**src/rtl/emitator_date.sv**
```systemverilog
// emitator_date: transmit side of the sort_val/sort_rdy/sort_data handshake.
// On an accepted start it emits a frame of len words into sort_pipe. The words
// are generated on-chip, starting from SEED.
//
// Build option: define SORT_TX_LFSR_EN to make each next word a Galois LFSR step
// (mask LFSR_TAPS) instead of an increment. With the LFSR, a zero seed becomes 1.
//
// Ports:
//   clk        in   rising-edge clock
//   rst_n      in   asynchronous active-low reset
//   start      in   frame request, sampled only in IDLE
//   len        in   frame length in words, sampled together with start
//   sort_rdy   in   sink ready
//   sort_val   out  word valid
//   sort_data  out  word
//   busy       out  high while in SEND
//   done       out  one-cycle pulse when a frame ends
//   sent_cnt   out  words transferred in the current or last frame
//
// States:
//   IDLE | waiting for start
//   SEND | frame in progress, words offered on sort_val/sort_data
//   DONE | frame complete, done pulse for one cycle
module emitator_date #(
  parameter int unsigned DATA_WIDTH = 8,
  parameter int unsigned CNT_WIDTH  = 8,
  parameter int unsigned SEED       = 'h10,
  parameter int unsigned LFSR_TAPS  = 'hB8
) (
  input  logic                  clk,
  input  logic                  rst_n,
  input  logic                  start,
  input  logic [CNT_WIDTH-1:0]  len,
  input  logic                  sort_rdy,
  output logic                  sort_val,
  output logic [DATA_WIDTH-1:0] sort_data,
  output logic                  busy,
  output logic                  done,
  output logic [CNT_WIDTH-1:0]  sent_cnt
);

  typedef enum logic [1:0] {
    S_IDLE = 2'd0,
    S_SEND = 2'd1,
    S_DONE = 2'd2
  } state_t;

  localparam logic [DATA_WIDTH-1:0] SEED_W = DATA_WIDTH'(SEED);

`ifdef SORT_TX_LFSR_EN
  localparam logic [DATA_WIDTH-1:0] TAPS_W = DATA_WIDTH'(LFSR_TAPS);
  // All-zero is the LFSR lock-up state, so a zero seed becomes 1.
  localparam logic [DATA_WIDTH-1:0] FIRST_WORD =
    (SEED_W == '0) ? {{(DATA_WIDTH-1){1'b0}}, 1'b1} : SEED_W;

  function automatic logic [DATA_WIDTH-1:0] next_word(input logic [DATA_WIDTH-1:0] d);
    if (d[0]) return (d >> 1) ^ TAPS_W;
    else      return d >> 1;
  endfunction
`else
  localparam logic [DATA_WIDTH-1:0] FIRST_WORD = SEED_W;

  function automatic logic [DATA_WIDTH-1:0] next_word(input logic [DATA_WIDTH-1:0] d);
    return d + 1'b1;
  endfunction
`endif

  state_t                r_state, w_state_nx;
  logic                  r_val,   w_val_nx;
  logic [DATA_WIDTH-1:0] r_data,  w_data_nx;
  logic [CNT_WIDTH-1:0]  r_cnt,   w_cnt_nx;
  logic [CNT_WIDTH-1:0]  r_len,   w_len_nx;
  logic [CNT_WIDTH-1:0]  w_cnt_inc;

  assign w_cnt_inc = r_cnt + 1'b1;

  always_ff @(posedge clk or negedge rst_n) begin
    if (!rst_n) begin
      r_state <= S_IDLE;
      r_val   <= 1'b0;
      r_data  <= '0;
      r_cnt   <= '0;
      r_len   <= '0;
    end else begin
      r_state <= w_state_nx;
      r_val   <= w_val_nx;
      r_data  <= w_data_nx;
      r_cnt   <= w_cnt_nx;
      r_len   <= w_len_nx;
    end
  end

  always_comb begin
    w_state_nx = r_state;
    w_val_nx   = r_val;
    w_data_nx  = r_data;
    w_cnt_nx   = r_cnt;
    w_len_nx   = r_len;
    case (r_state)
      S_IDLE: begin
        if (start) begin
          w_cnt_nx = '0;
          w_len_nx = len;
          if (len != '0) begin
            w_state_nx = S_SEND;
            w_val_nx   = 1'b1;
            w_data_nx  = FIRST_WORD;
          end else begin
            w_state_nx = S_DONE;
          end
        end
      end
      S_SEND: begin
        if (r_val && sort_rdy) begin
          w_cnt_nx  = w_cnt_inc;
          w_data_nx = next_word(r_data);
          // The last transfer drops valid on the same edge, so there is no extra word.
          if (w_cnt_inc == r_len) begin
            w_state_nx = S_DONE;
            w_val_nx   = 1'b0;
          end
        end
      end
      S_DONE: begin
        w_state_nx = S_IDLE;
      end
      default: begin
        w_state_nx = S_IDLE;
        w_val_nx   = 1'b0;
      end
    endcase
  end

  // Every output comes from a register or from a decode of registered state.
  // sort_rdy therefore has no combinational path to any output.
  assign sort_val  = r_val;
  assign sort_data = r_data;
  assign sent_cnt  = r_cnt;
  assign busy      = (r_state == S_SEND);
  assign done      = (r_state == S_DONE);

endmodule

```
**config.mk**
```make
export PLATFORM = sky130hd
export DESIGN_NAME = emitator_date
export DESIGN_NICKNAME = d
export VERILOG_FILES = /design/src/rtl/emitator_date.sv
export SDC_FILE = /design/constraint.sdc
export NUM_CORES = 1
export LEC_CHECK = 0
export CAP_MARGIN = 5
export CORE_MARGIN = 3
export CORE_UTILIZATION = 30
export CTS_CLUSTER_DIAMETER = 200
export CTS_CLUSTER_SIZE = 10
export DETAILED_ROUTE_END_ITERATION = 6
export DONT_BUFFER_PORTS = 1
export HOLD_SLACK_MARGIN = 0.15
export PLACE_DENSITY = 0.56
export SYNTH_ARGS = -nofsm -noshare
export SYNTH_HDL_FRONTEND = slang
export SYNTH_SLANG_ARGS = --single-unit
```
**constraint.sdc**
```tcl
create_clock -name clk -period 1.6 [get_ports clk]
set_input_delay 0.08 -clock clk [delete_from_list [all_inputs] [get_ports clk]]
set_output_delay 0.08 -clock clk [all_outputs]
set_load 0.05 [all_outputs]
```
**Word level (Yosys, flattened, before mapping)**

Cells that the tools add are included.
W data, S select, Z words.

- Register bits: 27
- Input bits: 12
- Word-level logic and storage cells: 41
- Output and inout bits: 19

- Bitwise logic cells: 1
- $add $sub $neg: 2
- Reduce and logical (&&, ||, !) cells: 9
- Muxes and demuxes: 17
- Equality and inequality tests: 7

Operator list:

| kind | number |
|---|---|
| $mux W8 | 5 |
| $pmux W8 S2 | 2 |
| $add A8 B1 Y8 const B | 2 |
| $eq A8 B8 Y1 | 1 |
| $mux W2 | 4 |
| $reduce_bool A8 Y1 | 1 |
| $reduce_and A3 Y1 | 2 |
| $reduce_and A5 Y1 | 1 |
| $mux W1 | 4 |
| $ne A2 B1 Y1 const B | 2 |
| $ne A2 B2 Y1 const B | 2 |
| $pmux W2 S2 | 1 |
| $reduce_and A4 Y1 | 1 |
| $pmux W1 S3 | 1 |
| $eq A2 B1 Y1 const B | 1 |
| $eq A2 B2 Y1 const B | 1 |
| $logic_not A2 Y1 | 1 |
| $reduce_and A2 Y1 | 1 |
| $reduce_bool A2 Y1 | 1 |
| $logic_and A1 B1 Y1 | 1 |
| $not A1 Y1 | 1 |

**Longest topological paths before layout**

- Depth after elaboration: 5
- Gate-level depth with buffers: 7
- Depth with buffers taken out: 6

**Worst setup path before layout**

Ideal clock, no wire load.

- Path kind: register to register
- Start: reg r_state[0]
- End: reg r_cnt[5] (netlist: sent_cnt[5])
- Data required time: 1489 ps
- Arrival: 2040 ps
- Clock period less this slack: 2150 ps
- Setup time: 111 ps
- Path buffers: 2
- Stages on the path, launching flop included: 6
- Path slack: -550 ps
- Path through: dfrtp_1 > buf_4 > nor2b_1 > nand3_1 > buf_2 > o41ai_1

- Longest elaborated chain between the ends: 3
- Elaborated cells on any way between the ends: 7
- Classes of those cells: 3 x eq/ne; 1 x mux; 3 x reduce/logical

Ends and longest elaborated chain:

| element | RTL line | source |
|---|---|---|
| from (decl) | 68 | `state_t r_state, w_state_nx;` |
| from (signal assigned) | 85 | `r_state <= w_state_nx;` |
| $eq A2 B1 Y1 (*) | n/a |  |
| net busy | 37 | `output logic busy,` |
| $ne A2 B1 Y1 (no source line) / $reduce_bool A2 Y1 (equally long branches) | n/a |  |
| $reduce_and A3 Y1 (no source line) | n/a |  |
| to (signal assigned) | 88 | `r_cnt <= w_cnt_nx;` |
| to (decl) | 71 | `logic [CNT_WIDTH-1:0] r_cnt, w_cnt_nx;` |

Mark *: on every way through the listed nets, which the timed path passes. The rest lies on a longest branch.
A chain may end at the register's enable or synchronous reset.

**Final worst setup path**

- Start: reg r_cnt[0] (netlist: sent_cnt[0])
- End: reg r_state[1]

- Longest elaborated chain between the ends: 4

Ends and longest elaborated chain:

| element | RTL line | source |
|---|---|---|
| $add A8 B1 Y8 | 75 | `assign w_cnt_inc = r_cnt + 1'b1;` |
| $eq A8 B8 Y1 | 118 | `if (w_cnt_inc == r_len) begin` |
| $ne A2 B1 Y1 (no source line) | n/a |  |
| $reduce_and A3 Y1 (no source line) | n/a |  |

No other way between the ends.

==> metrics.md <==
| Metric | Value |
|---|---|
| Remaining DRCs | `0` |
| Global route overflow | `0` |
| Width of the chip | `76.39 um` |
| Final TNS setup | `-0.1303 ns` |
| Mapped Cells | `148` |
| Root buffer cell | `clkbuf_8` |
| Design area | `2121 um2` |
| Crit path kind | `reg2reg` |
| CP peak stage delay | `0.46 ns` |
| Setup Skew | `0.009261 ns` |
| Final Non-Filler Cells | `257` |
| R2R cell count | `6` |
| Yosys reg bits | `27` |
| Max Cap Violations | `0` |
| Worst-path maximum fanout | `5` |
| Pwr dens | `1859 nW/um2` |
| Worst EP arrival | `1.90 ns` |
| Placed Area | `1837 um2` |
| Initial antenna violation count | `0` |
| Peak VDD IR | `0.0007905 V` |
| IO Port Bufs | `0` |
| Max Clk Rate | `599.8 MHz` |
| Global-route wire length before repair | `6.741 mm` |
| HP Class | `in2reg` |
| Cell row count | `24` |
| Largest net degree at the start of global routing | `28` |
| Failing checks | `negative setup slack` |
| Share of layout cells above drive strength 1 | `43.75%` |
| Critical R2R Launch | `sent_cnt[0]` |
| R2r endpoint | `r_state[1]` |
| Ant diodes | `0` |
| CP max stage cell | `dfrtp_2` |
| DR WL/cell | `15.48 um` |
| Worst Setup SP | `sent_cnt[0]` |
| Htree depth | `1` |
| CTS tree | `built` |
| Pre-Repair DR Iteration Count | `4` |
| Pre-CTS setup slack | `-0.01572 ns` |
| Initial Util | `32.57%` |
| CORE AREA | `4564 um2` |
| Synth-to-layout area growth | `42.68%` |
| Count of pins over their slew limit | `0` |
| Commonest non-fill, non-tap cell in the layout | `buf_4` |
| Rel. slew slack | `71.67%` |
| Die area | `5835 um2` |
| Die Y-Extent | `76.39 um` |
| Routed vias | `1314` |
| Reg2Reg Setup Slack | `-0.07 ns` |
| Vias in the first global route | `1380` |
| Clk sink count | `27` |
| Drt total wl | `3.978 mm` |
| Synth cell types | `38` |
| Worst-path cell chain | `ha_4 -> buf_6 -> xnor2_2 -> o221ai_2 -> a211oi_4 -> a22o_2` |
| Netlist Area Pre-Place | `1486 um2` |
| # fillers | `450` |
| Final period util | `104.2%` |
| Final Setup Violations | `3` |
| RSZ-0062 raised after global routing | `yes` |
| Placed cell count | `239` |
| Smallest hold slack | `0.1661 ns` |
| Reg clk slew, reported paths | `0.10 ns` |
| Register area share after synthesis | `45.45%` |
| CP endpoint | `r_state[1]` |
| Critical Path RT | `1.83 ns` |
| CP Capture Type | `register` |
| Result of the run | `finished with violations` |
| Tot GR Track Use | `14.17%` |
| Min cycle time layout | `1.667 ns` |
| Number of vias per cell | `5.113` |
| Total CTS buffers | `3` |
| Post-Syn Area per Cell | `10.04 um2` |
| Drt initial violations | `53` |
| # IOs | `31` |
| Clk Latency, worst-skew pair | `0.28 ns` |
| RePlAce Congestion | `0.8267` |
| Nets@finish | `207` |
| Fin. Hold Viols | `0` |
| DP Wirelength | `2.923 mm` |
| CP Launch Type | `register` |
| Yosys warns | `0` |
| Worst Tran Pin Value | `0.4236 ns` |
| Setup ws final | `-0.06723 ns` |
| Syn nets | `162` |
| LEAKAGE | `0.8561 nW` |
| Clock tree buffer depth | `2` |
| Commonest non-fill, non-tap cells in the layout | `buf_4, dfrtp_1, nor2_1` |
| Antenna Nets Post-Route | `0` |
[synthesized netlist by cell type]
library cell | count | share of area (%)
or3_2 | 1 | 0.51
or4_4 | 1 | 0.76
ha_1 | 2 | 1.7
buf_4 | 2 | 1.0
nand3_1 | 8 | 2.7
nor3_4 | 1 | 1.1
o21ai_0 | 14 | 4.7
a211oi_1 | 1 | 0.51
nor3b_1 | 2 | 1.0
a21oi_1 | 8 | 2.7
buf_6 | 1 | 0.76
nand4_2 | 1 | 0.84
nor2_1 | 14 | 3.5
or4_1 | 2 | 1.0
or3_1 | 1 | 0.42
buf_2 | 2 | 0.67
a22o_2 | 1 | 0.67
nand2_1 | 9 | 2.3
xnor2_1 | 15 | 8.8
nand4_1 | 1 | 0.42
clkbuf_1 | 1 | 0.25
mux2_2 | 8 | 6.1
a211oi_2 | 1 | 0.84
nor3_1 | 2 | 0.67
a21o_1 | 1 | 0.51
inv_1 | 3 | 0.76
nand2b_1 | 1 | 0.42
xor2_1 | 2 | 1.2
nor4_1 | 3 | 1.3
o211ai_1 | 1 | 0.51
nand3b_1 | 1 | 0.51
o41ai_1 | 3 | 1.8
o21a_1 | 1 | 0.51
nor2b_1 | 3 | 1.3
dfrtp_1 | 27 | 45
nand2b_4 | 1 | 0.93
nor2_2 | 1 | 0.42
o221ai_1 | 1 | 0.59
[critical path: cells and delay by family, from the launching register on]
family                     cells  cell delay, ns
xor gates and xnor gates       1            0.17
AOI/OAI and AO/OA              3            0.68
buffers and inverters          1            0.13
DFF                            1            0.46
adders and majority gates      1            0.18
[how the worst min path moves through the flow]
stage | start | end | slack (ns) | cells after the start
2_1_floorplan | rst_n | r_len[0] | -0.22 | 0
3_3_place_gp | rst_n | sent_cnt[0] | -0.21 | 0
3_5_place_dp | rst_n | sort_data[2] | -0.21 | 0
4_1_cts | start | r_state[1] | 0.16 | 3
5_1_grt | start | r_state[1] | 0.17 | 3
6_report | start | r_state[1] | 0.17 | 3
[per-stage QoR]
| stage | total power, W | util [%] |
|---|---|---|
| floorplan | 0.002725 | - |
| global placement | 0.003226 | 40.24 |
| detailed placement | 0.003285 | 40.24 |
| CTS | 0.003850 | 45.18 |
| global route | 0.004204 | 46.46 |
| finish | 0.003944 | 46.46 |
[power breakdown]
part	leakage [nW]	internal [W]	switching (W)
clock	0.0255	0.000175	0.000221
sequential	0.322	0.000952	0.000328
combinational	0.508	0.000932	0.00134
[flip-flops by register name, indices dropped and copies added, names as in the netlist]
name	flops
sort_data	8
r_len	8
r_state	2
sent_cnt	8
sort_val	1
[cells by family after synthesis]
logic type | Yosys count | share of synthesized area (%)
flip-flops | 27 | 45.45
multiplexers | 8 | 6.061
AND/OR/NAND/NOR | 53 | 20.03
XOR/XNOR | 17 | 10.02
buffers and inverters | 9 | 3.451
AO/OA/AOI/OAI | 32 | 13.30
adder cells (fa/ha/maj) | 2 | 1.683
[cell type report]
cell class | instances | area, um2 | share of cell area (%)
inverters | 3 | 11.26 | 0.5310
flip-flops and latches | 27 | 686.9 | 32.39
clock inverters | 1 | 5.005 | 0.2360
repair buffers | 46 | 386.6 | 18.23
well taps | 65 | 81.33 | 3.835
multi-input cells | 112 | 908.4 | 42.83
clock buffers | 3 | 41.29 | 1.947
[timing repair]
| action | CTS | global route |
|---|---|---|
| hold endpoints to repair | 39 | 0 |
| resized for setup | 8 | 10 |
| pin swaps | 10 | 6 |
| hold buffers | 11 | 0 |
| setup endpoints to repair | 4 | 10 |
| setup buffers | 2 | 1 |
[layer usage]
metal | vias to the layer above | global-route usage [%] | share of wire (%) | wire length [um]
met1 | 646 | 16.68 | 38 | 1525
met5 | - | 0 | 0 | 0
met4 | 0 | 3.261 | 1.2 | 46
met2 | 46 | 25.13 | 53 | 2118
met3 | 6 | 4.374 | 7.2 | 287
li1 | 616 | - | - | -
No activity file was read; power rests on OpenSTA's default activity.
